### config.mk
export PLATFORM = sky130hd
export DESIGN_NAME = id_stage_pipe
export DESIGN_NICKNAME = d
export VERILOG_FILES = /design/src/rtl/id_stage_pipe.sv
export SDC_FILE = /design/constraint.sdc
export NUM_CORES = 1
export LEC_CHECK = 0
export CELL_PAD_IN_SITES_DETAIL_PLACEMENT = 0
export CELL_PAD_IN_SITES_GLOBAL_PLACEMENT = 1
export CORE_AREA = 2 2 537 379
export DETAILED_ROUTE_END_ITERATION = 10
export DIE_AREA = 0 0 539 381
export GPL_TIMING_DRIVEN = 0
export PLACE_DENSITY = 0.46
export SETUP_SLACK_MARGIN = 0.1
export SYNTH_ARGS = -nofsm -noshare
export SYNTH_HDL_FRONTEND = slang
export SYNTH_SLANG_ARGS = --single-unit
export TNS_END_PERCENT = 20
### constraint.sdc
create_clock -name CLK -period 2.1 [get_ports CLK]
set_clock_uncertainty 0.1 [all_clocks]
set_input_delay 0.525 -clock CLK [delete_from_list [all_inputs] [get_ports CLK]]
set_output_delay 0.525 -clock CLK [all_outputs]
set_load 0.05 [all_outputs]
### src/rtl/id_stage_pipe.sv
// RISC-V decode stage: register file with write-through bypass, load-use hazard
// detection, and the ID/EX pipeline register with bubble/flush/illegal handling.
module id_stage_pipe #(
    parameter int XLEN   = 32,
    parameter int NREG   = 32,
    parameter int CTRL_W = 16,
    parameter int CNT_W  = 16
) (
    input  logic              CLK,
    input  logic              RST_N,
    input  logic [31:0]       instr_d,
    input  logic              valid_d,
    input  logic [CTRL_W-1:0] ctrl_d,
    input  logic [XLEN-1:0]   imm_d,
    input  logic [XLEN-1:0]   pc_d,
    input  logic              use_rs1_d,
    input  logic              use_rs2_d,
    input  logic              load_d,
    input  logic              we_w,
    input  logic [4:0]        rd_w,
    input  logic [XLEN-1:0]   result_w,
    input  logic              flush_e,
    output logic              stall_d,
    output logic              valid_e,
    output logic              load_e,
    output logic              illegal_e,
    output logic [CTRL_W-1:0] ctrl_e,
    output logic [XLEN-1:0]   rd1_e,
    output logic [XLEN-1:0]   rd2_e,
    output logic [XLEN-1:0]   imm_e,
    output logic [XLEN-1:0]   pc_e,
    output logic [4:0]        rs1_e,
    output logic [4:0]        rs2_e,
    output logic [4:0]        rd_e,
    output logic [CNT_W-1:0]  stall_cnt
);

    localparam int         IDX_W  = (NREG > 16) ? 5 : 4;
    localparam logic [5:0] NREG_L = 6'(NREG);

    function automatic logic in_range(input logic [4:0] idx);
        return ({1'b0, idx} < NREG_L);
    endfunction

    function automatic logic [CNT_W-1:0] sat_inc(input logic [CNT_W-1:0] v);
        return (&v) ? v : v + CNT_W'(1);
    endfunction

    logic [XLEN-1:0]   rf [NREG];

    logic [4:0]        rs1_p0, rs2_p0, rd_p0;
    logic [XLEN-1:0]   rd1_p0, rd2_p0;
    logic              hazard_p0;
    logic              illegal_p0;
    logic              unused_instr;

    logic              vld_p1;
    logic              load_p1;
    logic              illegal_p1;
    logic [CTRL_W-1:0] ctrl_p1;
    logic [XLEN-1:0]   rd1_p1, rd2_p1, imm_p1, pc_p1;
    logic [4:0]        rs1_p1, rs2_p1, rd_p1;
    logic [CNT_W-1:0]  cnt_p1;

    assign rs1_p0       = instr_d[19:15];
    assign rs2_p0       = instr_d[24:20];
    assign rd_p0        = instr_d[11:7];
    assign unused_instr = ^{instr_d[31:25], instr_d[14:12], instr_d[6:0]};

    // Register file: not reset; x0 and out-of-range destinations are never written
    always_ff @(posedge CLK) begin
        if (we_w && (rd_w != 5'd0) && in_range(rd_w))
            rf[rd_w[IDX_W-1:0]] <= result_w;
    end

    always_comb begin
        rd1_p0 = '0;
        if ((rs1_p0 != 5'd0) && in_range(rs1_p0)) begin
            if (we_w && (rd_w == rs1_p0))
                rd1_p0 = result_w;
            else
                rd1_p0 = rf[rs1_p0[IDX_W-1:0]];
        end
    end

    always_comb begin
        rd2_p0 = '0;
        if ((rs2_p0 != 5'd0) && in_range(rs2_p0)) begin
            if (we_w && (rd_w == rs2_p0))
                rd2_p0 = result_w;
            else
                rd2_p0 = rf[rs2_p0[IDX_W-1:0]];
        end
    end

    // Load-use hazard: a writeback of the same register does not clear it
    assign hazard_p0 = valid_d & vld_p1 & load_p1 & (rd_p1 != 5'd0) &
                       ((use_rs1_d & (rs1_p0 == rd_p1)) |
                        (use_rs2_d & (rs2_p0 == rd_p1)));

    assign illegal_p0 = (use_rs1_d & ~in_range(rs1_p0)) |
                        (use_rs2_d & ~in_range(rs2_p0)) |
                        ~in_range(rd_p0);

    assign stall_d = hazard_p0 & ~flush_e;

    // ID/EX register: flush beats hazard beats empty decode slot
    always_ff @(posedge CLK or negedge RST_N) begin
        if (!RST_N) begin
            vld_p1     <= 1'b0;
            load_p1    <= 1'b0;
            illegal_p1 <= 1'b0;
            ctrl_p1    <= '0;
            rd1_p1     <= '0;
            rd2_p1     <= '0;
            imm_p1     <= '0;
            pc_p1      <= '0;
            rs1_p1     <= '0;
            rs2_p1     <= '0;
            rd_p1      <= '0;
        end else if (flush_e || hazard_p0 || !valid_d) begin
            vld_p1     <= 1'b0;
            load_p1    <= 1'b0;
            illegal_p1 <= 1'b0;
            ctrl_p1    <= '0;
            rd1_p1     <= '0;
            rd2_p1     <= '0;
            imm_p1     <= '0;
            pc_p1      <= '0;
            rs1_p1     <= '0;
            rs2_p1     <= '0;
            rd_p1      <= '0;
        end else begin
            vld_p1     <= 1'b1;
            illegal_p1 <= illegal_p0;
            load_p1    <= illegal_p0 ? 1'b0 : load_d;
            ctrl_p1    <= illegal_p0 ? '0 : ctrl_d;
            rd_p1      <= illegal_p0 ? 5'd0 : rd_p0;
            rd1_p1     <= rd1_p0;
            rd2_p1     <= rd2_p0;
            imm_p1     <= imm_d;
            pc_p1      <= pc_d;
            rs1_p1     <= rs1_p0;
            rs2_p1     <= rs2_p0;
        end
    end

    always_ff @(posedge CLK or negedge RST_N) begin
        if (!RST_N)
            cnt_p1 <= '0;
        else if (stall_d)
            cnt_p1 <= sat_inc(cnt_p1);
    end

    assign valid_e   = vld_p1;
    assign load_e    = load_p1;
    assign illegal_e = illegal_p1;
    assign ctrl_e    = ctrl_p1;
    assign rd1_e     = rd1_p1;
    assign rd2_e     = rd2_p1;
    assign imm_e     = imm_p1;
    assign pc_e      = pc_p1;
    assign rs1_e     = rs1_p1;
    assign rs2_e     = rs2_p1;
    assign rd_e      = rd_p1;
    assign stall_cnt = cnt_p1;

endmodule

Word level (Yosys, flattened, before mapping)
Memory sizes are Yosys's and may differ from the RTL's. Index checks and enable logic that the tools add are counted.

Logic and storage cells: 55. Memory bits (read-only): 0. Bits in latches: 0. Bits in writable memories: 1024. Register bits: 177. Output and inout port bits: 179. Memories kept: 1.

Add/sub/neg operators: 1. Reductions and logical operators: 12. Order comparisons: 0. Div/mod/pow operators: 0. Muxes and demuxes: 16. Multiply operators: 0. Equality and inequality tests: 4. Bitwise gates (word level): 10. Shift-type cells: 0.

Memories: rf (words 32, bits a word 32, read ports 2, clocked after memory_dff 0, wr ports 1, line 49) `logic [XLEN-1:0] rf [NREG];`.

Operators with widths (count): $mux W32 (8); $eq A5 B5 Y1 (4); $reduce_bool A5 Y1 (4); $add A16 B1 Y16 const B (1); $mux W16 (1); $reduce_and A16 Y1 (1); $mux W5 (3); $and A1 B1 Y1 (7); $mux W1 (4); $logic_and A1 B1 Y1 (3); $logic_or A1 B1 Y1 (2); $not A1 Y1 (2); $reduce_and A2 Y1 (1); $logic_not A1 Y1 (1); $or A1 B1 Y1 (1).

Longest topological paths before layout
Gate-level depths: netlist of run 1.

Word-level depth: 7. Gate-level depth with buffers: 10.

Worst setup path before layout of run 1
OpenSTA, ideal clock, no wires.

Path kind: input -> register. From: in we_w. To: mem rf[12][0], enable pin. Stages: 4. Setup time: 0.421 ns. Slack: -0.920 ns. Buffers on the path: 1. Data arrival time: 2.499 ns. Data required time: 1.579 ns. Cell sequence: clkbuf_1 nor2b_1 nand3_1 nor2_1.

Cells in the longest elaborated chain, start to end: 3.

Ends and longest elaborated chain: from (decl) (line 19) `input logic we_w,`; $logic_and A1 B1 Y1 (line 72) `if (we_w && (rd_w != 5'd0) && in_range(rd_w))`; $mux W1 (line 72); $mux W1 (implied by the code) (line 73) `rf[rd_w[IDX_W-1:0]] <= result_w;`; to (decl) (line 49).

No other way between the ends.

Worst setup path after layout of run 1
From: reg rd_p1[1], in the netlist rd_e[1]. To: out stall_d.

Cells in the longest elaborated chain, start to end: 5. Elaborated cells between the ends (all ways): 9. Classes of those cells: eq/ne (2); bitwise (6); reduce/logical (1).

Ends and longest elaborated chain: from (decl) (line 62) `logic [4:0] rs1_p1, rs2_p1, rd_p1;`; from (signal assigned) (line 138) `rd_p1 <= illegal_p0 ? 5'd0 : rd_p0;`; $eq A5 B5 Y1 (on tied branches) (line 98, 99); $and A1 B1 Y1 (on tied branches) (line 98, 99); $or A1 B1 Y1 (line 98) `((use_rs1_d & (rs1_p0 == rd_p1)) |`; $and A1 B1 Y1 * (line 97) `assign hazard_p0 = valid_d & vld_p1 & load_p1 & (rd_p1 != 5'd0) &`; $and A1 B1 Y1 * (line 105) `assign stall_d = hazard_p0 & ~flush_e;`; to (decl) (line 23) `output logic stall_d,`.

Every way passes the cells marked *; elsewhere a longest branch is shown, timed or not.

==> results of run 1 <==
[timing repair]
action | in CTS | in global routing
resized for setup | 436 | 935
pin swaps | 13 | 0
endpoints found under the hold margin | 86 | 0
cloned | 1 | 0
setup endpoints to repair | 1240 | 751
setup buffers | 16 | 2
hold buffers | 1 | 0
[cell families after synthesis]
| group | Yosys count |
|---|---|
| AOI/OAI and AO/OA | 384 |
| xor gates and xnor gates | 33 |
| other | 1 |
| and+or+nand+nor | 332 |
| adders and majority gates | 1 |
| muxes | 768 |
| DFF | 1201 |
| buffers and inverters | 241 |
[worst reg2reg max path, stage by stage, from the launching register on]
cell and delay [ps]:
dfrtp_2 410, buf_12 150, xnor2_2 140, nand4_1 130
o22ai_4 100, buf_4 150, a21oi_4 190, buf_12 150
o41a_4 280, buf_6 150, buf_12 130, o221a_2 220
[stage by stage]
stage / power, mW / TNS (ps) / cell area, sq um / std cells
2_1_floorplan: 30.0 / -65180 / 54200 / 2993
3_3_place_gp: 32.7 / -3735420 / 60600 / 5958
3_5_place_dp: 32.7 / -1448790 / 61700 / 6006
4_1_cts: 56.9 / -111810 / 67000 / 6262
5_1_grt: 58.1 / -53420 / 67200 / 6264
6_report: 56.3 / -29670 / 67200 / 6265
[power by group]
part           leakage (nW)  switching (mW)  internal (mW)
clock network          2.12            10.1           13.7
registers              11.6           0.191           26.4
logic                  9.77            3.70           2.20
[sequential cells by signal, indices dropped and copies added (netlist names), 5 cells and up]
register	flops
rd2_e	32
rd_e	5
ctrl_e	16
stall_cnt	16
pc_e	32
rf	1024
rs2_e	5
rd1_e	32
rs1_e	5
imm_e	32
[worst paths after layout]
kind / endpoint / slack, ps / depth (start not counted)
worst max-delay path: stall_d / -810 / 7
worst min-delay path: rs2_e[3]$_DFF_PN0_ / 80 / 2
worst max register to register: rd2_e[10]$_DFF_PN0_ / -290 / 11
worst min register to register: stall_cnt[5]$_DFFE_PN0P_ / 410 / 1
max in group asynchronous: rd2_e[9]$_DFF_PN0_ / 590 / 3
min in group asynchronous: imm_e[22]$_DFF_PN0_ / 280 / 2
[cells in the mapped netlist (3+ instances only)]
cell type,count
a22oi_1,94
xor2_1,20
nor4_1,7
nand3_1,43
nor4_2,5
buf_1,11
nand2_1,46
and2_1,98
nor3_1,9
nor2_1,74
a221oi_1,62
buf_2,103
a22o_1,31
mux2i_1,380
nor2b_1,9
clkbuf_2,3
buf_4,33
dfrtp_1,177
o22ai_1,63
nand2b_1,14
o21ai_0,62
a21oi_1,32
mux4_2,384
edfxtp_1,1024
clkbuf_1,85
buf_6,3
nand4_1,6
mux2_2,4
xnor2_1,12
o221a_2,30
[area by class of cell]
type	instances	share of cell area, %
Antenna cell	2	0.00745
Clock buffer	190	5.80
Sequential cell	1201	52.4
Inverter	3	0.0168
Clock inverter	48	0.596
Multi-Input combinational cell	1551	27.1
Buffer	237	2.50
Tap cell	2660	4.95
Timing Repair Buffer	373	6.61
[per-layer routing]
layer / global-route usage, % / up-vias / routed length [um]
li1: - / 13400 / -
met1: 28.9 / 17400 / 95800
met2: 28.2 / 1144 / 87000
met3: 3.29 / 211 / 12200
met4: 4.26 / 0 / 4220
met5: 0 / - / 0
==> summary.txt, run 1 <==
Register area: 0.0352 sq mm
Lkg Pwr: 23.5 nW
Max Cap Viol: 0
Adder-cell share of the synthesized area: 0.0233%
Top cells by area, synth: edfxtp_1, mux4_2, dfrtp_1
DR vias: 32.2k
# DRC: 0
Buf/Inv on CP: 2
First-pass GRT wire length: 273 mm
P&R area growth vs syn: 24.9%
Flops & latches, synth: 1201
Sequential share of the synthesized area: 65.4%
CP cell instances: xnor2_1 > nand4_1 > o22ai_4 > nand2_4 > buf_12 > nor2_4 > buf_6
Hold Fails Final Rpt: 0
Most common cell after layout, fill and taps aside: edfxtp_1
Hold Path Class: input port to register
Critical R2R Launch: rd_e[0]$_DFF_PN0_
Die span in y: 381 um
Initial antenna violation count: 11
Util after Layout: 33.5%
Slew @ Worst Pin: 1420 ps
CP max stage delay: 510 ps
Status: finished, violations left
Vias per cell: 5.13
Final-layout fill cell count: 19.3k
Core Box Area: 0.201 sq mm
Layout cells sized above 1: 33.6%
Compound-cell area share of the yosys netlist: 5.27%
Skew-Pair Late Insertion Delay: 790 ps
Arr. time, crit path: 2290 ps
Max-slew violation count: 0
Vias in the first global route: 32.7k
FP Rows: 138
Total global routing overflow: 0
Die span in x: 539 um
WHS: 78.1 ps
CP max-delay cell: dfrtp_2
Cells after synthesis: 2961
Routed WL per cell: 31.8 um
Die area: 0.205 sq mm
Crit. End Element: output port
Post-Syn Area: 0.0538 sq mm
IO Port Bufs: 305
Minimum clock period: 2910 ps
WS Path Type: register to output port
TritonCTS clock tree: yes
Post-Syn Area per Cell: 18.2 sq um
Share of the synthesized area in the top cell type: 57.2%
Final worst slack: -811 ps
Area leader, netlist: edfxtp_1
Number of synthesized flops with an enable pin: 1024
Most frequent cells in the layout: edfxtp_1, mux4_2, mux2i_1, buf_6, dfrtp_1
CP required: 1470 ps
Async set-reset flop share out of synthesis: 14.7%
Drt total wl: 199 mm
GRT Util Overall: 19.1%
Violated checks: negative setup slack
Clock buffer depth: 4
Synth Area in XOR/XNOR: 0.551%
Fin crit share: 139%
Max-slew headroom: 4.88%
Iteration-0 DRC Markers: 3259
Starting Density: 26.8%
Peak VDD IR: 442 uV
Area occupied by multi-input gates: 0.0182 sq mm
RSZ-0062 raised after global routing: true
Post-DP HPWL: 140 mm
Clock Pin Slew Worst Setup and Hold Paths: 60 ps
Syn. warnings: 0
Htree depth: 4
Drt pass-1 iters: 5
Post-synthesis mux area share: 23.2%
PD cells: 837 mW/mm^2
RePlAce Congestion: 0.809
Yosys cell types: 58
Hold Crit Start: instr_d[23]
Fin nets: 3666
Critical path fanouts, max: 4
Setup violators final: 304
Setup crit start: rd_e[1]$_DFF_PN0_
Crit path max-delay family: flip-flops
Crit start category: register
Clock root cell: clkbuf_16
Clock tree sinks: 1201
Simple-gate share of the synthesized area: 3.31%
IO Count: 336
Largest family of logic cells by synthesized area: multiplexers
Largest net degree at the start of global routing: 92
Fmax achieved: 0.344 GHz
Place WS: -2410 ps
Total CTS buffers: 141
Top_reg_cell synth: edfxtp_1
Antenna-violating nets left: 0
No activity file was read; power rests on OpenSTA's default activity.
==> inputs of run 2 (changes only) <==
Settings changed: CAP_MARGIN set to 0, HOLD_SLACK_MARGIN set to 0.15.
==> summary.txt, run 2 (synthesis gave the netlist of run 1 again) <==
Slew @ Worst Pin: 1380 ps
Vias in the first global route: 33.0k
Fin nets: 3714
Routed WL per cell: 31.6 um
Skew-Pair Late Insertion Delay: 790 ps
Hold Path Class: input port to register
IO Count: 336
# DRC: 0
Hold Fails Final Rpt: 0
RSZ-0062 raised after global routing: true
Die span in x: 539 um
Final-layout fill cell count: 19.3k
Layout cells sized above 1: 33.3%
Clock root cell: clkbuf_16
Max-slew headroom: 7.46%
Clock buffer depth: 4
FP Rows: 138
Initial antenna violation count: 11
Status: finished, violations left
Final std cells w/o fill: 6313
Arr. time, crit path: 2270 ps
Vias per cell: 5.12
Setup violators final: 312
Max Cap Viol: 0
Total global routing overflow: 0
Place WS: -2410 ps
Die span in y: 381 um
Starting Density: 26.8%
First-pass GRT wire length: 274 mm
Fin crit share: 138%
RePlAce Congestion: 0.809
Most frequent cells in the layout: edfxtp_1, mux4_2, mux2i_1, buf_6, dfrtp_1
Htree depth: 4
Violated checks: negative setup slack
Fin Setup TNS: -30090 ps
Minimum clock period: 2900 ps
Clock Pin Slew Worst Setup and Hold Paths: 60 ps
Drt pass-1 iters: 5
GRT Util Overall: 19.1%
Most common cell after layout, fill and taps aside: edfxtp_1
Peak VDD IR: 443 uV
Post-DP HPWL: 140 mm
Largest net degree at the start of global routing: 92
TritonCTS clock tree: yes
P&R area growth vs syn: 25.9%
Crit. End Element: output port
DR vias: 32.3k
Critical path fanouts, max: 4
Iteration-0 DRC Markers: 3555
PD cells: 832 mW/mm^2
Max-slew violation count: 0
Total CTS buffers: 141
DP Cell Count: 6006
Die area: 0.205 sq mm
Fmax achieved: 0.345 GHz
IO Port Bufs: 305
Drt total wl: 199 mm
Final worst slack: -797 ps
Clock tree sinks: 1201
Crit start category: register
Max reg flops: 1024
Core Box Area: 0.201 sq mm
Util after Layout: 33.7%
WS Path Type: register to output port
CP required: 1470 ps
Total power: 56.3 mW
Antenna-violating nets left: 0
Lkg Pwr: 23.7 nW
## run 2: cell types whose count changed in the layout (fill, tap and decap cells not counted), sizes merged
cell / change
clkdlybuf4s50: +1
buf: -1
dlygate4sd3: +48
## run 2: cell type report
type	instances	area, sq um	area share [%]
Clock buffer	190	3900	5.76
Antenna cell	2	5.00	0.00739
Tap cell	2660	3330	4.92
Multi-Input combinational cell	1551	18300	27.0
Timing Repair Buffer	421	4920	7.27
Buffer	237	1680	2.48
Sequential cell	1201	35200	52.0
Clock inverter	48	400	0.591
Inverter	3	11.3	0.0166
## run 2: repair_timing
item                                    CTS  global route
pin swaps                                13             0
hold buffers                             49             0
cloned                                    1             0
setup buffers                            16             2
endpoints found under the hold margin   134             0
resized for setup                       436           938
setup endpoints to repair              1240           751
## run 2: worst paths after layout
| check | from | end | slack [ps] | cells past startpoint |
|---|---|---|---|---|
| max | rd_e[0]$_DFF_PN0_ | stall_d | -800 | 8 |
| min | instr_d[7] | rd_e[0]$_DFF_PN0_ | 210 | 2 |
| max reg2reg | rd_e[0]$_DFF_PN0_ | rd2_e[10]$_DFF_PN0_ | -290 | 11 |
| min reg2reg | stall_cnt[9]$_DFFE_PN0P_ | stall_cnt[9]$_DFFE_PN0P_ | 410 | 1 |
| max in group asynchronous | RST_N | rd2_e[9]$_DFF_PN0_ | 590 | 3 |
| min in group asynchronous | RST_N | imm_e[22]$_DFF_PN0_ | 280 | 2 |
## run 2: metrics by stage
step	cell area (sq um)	hold slack (ps)
final	67700	206
after global routing	67700	176
after CTS	67400	151
after detailed placement	61700	384
after global placement	60600	378
after floorplan	54200	129
## run 2: worst max-delay path, cell delays in order (launching register included)
cell and delay [ps]:
dfrtp_2 410, buf_12 150, xnor2_2 130, nand2_1 110, o22ai_4 210, nand2_4 80
buf_12 130, nor2_4 80, buf_6 160
## run 2: routing by layer
metal / global-route usage, % / vias to the layer above / share of wire [%]
met5: 0 / - / 0
met4: 4.26 / 0 / 2.2
met3: 3.27 / 222 / 6.2
met2: 28.3 / 1165 / 44
met1: 29.0 / 17500 / 48
li1: - / 13500 / -
## run 2: where the power goes
part	switching (mW)	internal, mW	total, mW	leakage, nW
logic	3.72	2.26	5.98	9.98
clock network	10.1	13.7	23.8	2.12
registers	0.192	26.4	26.5	11.6
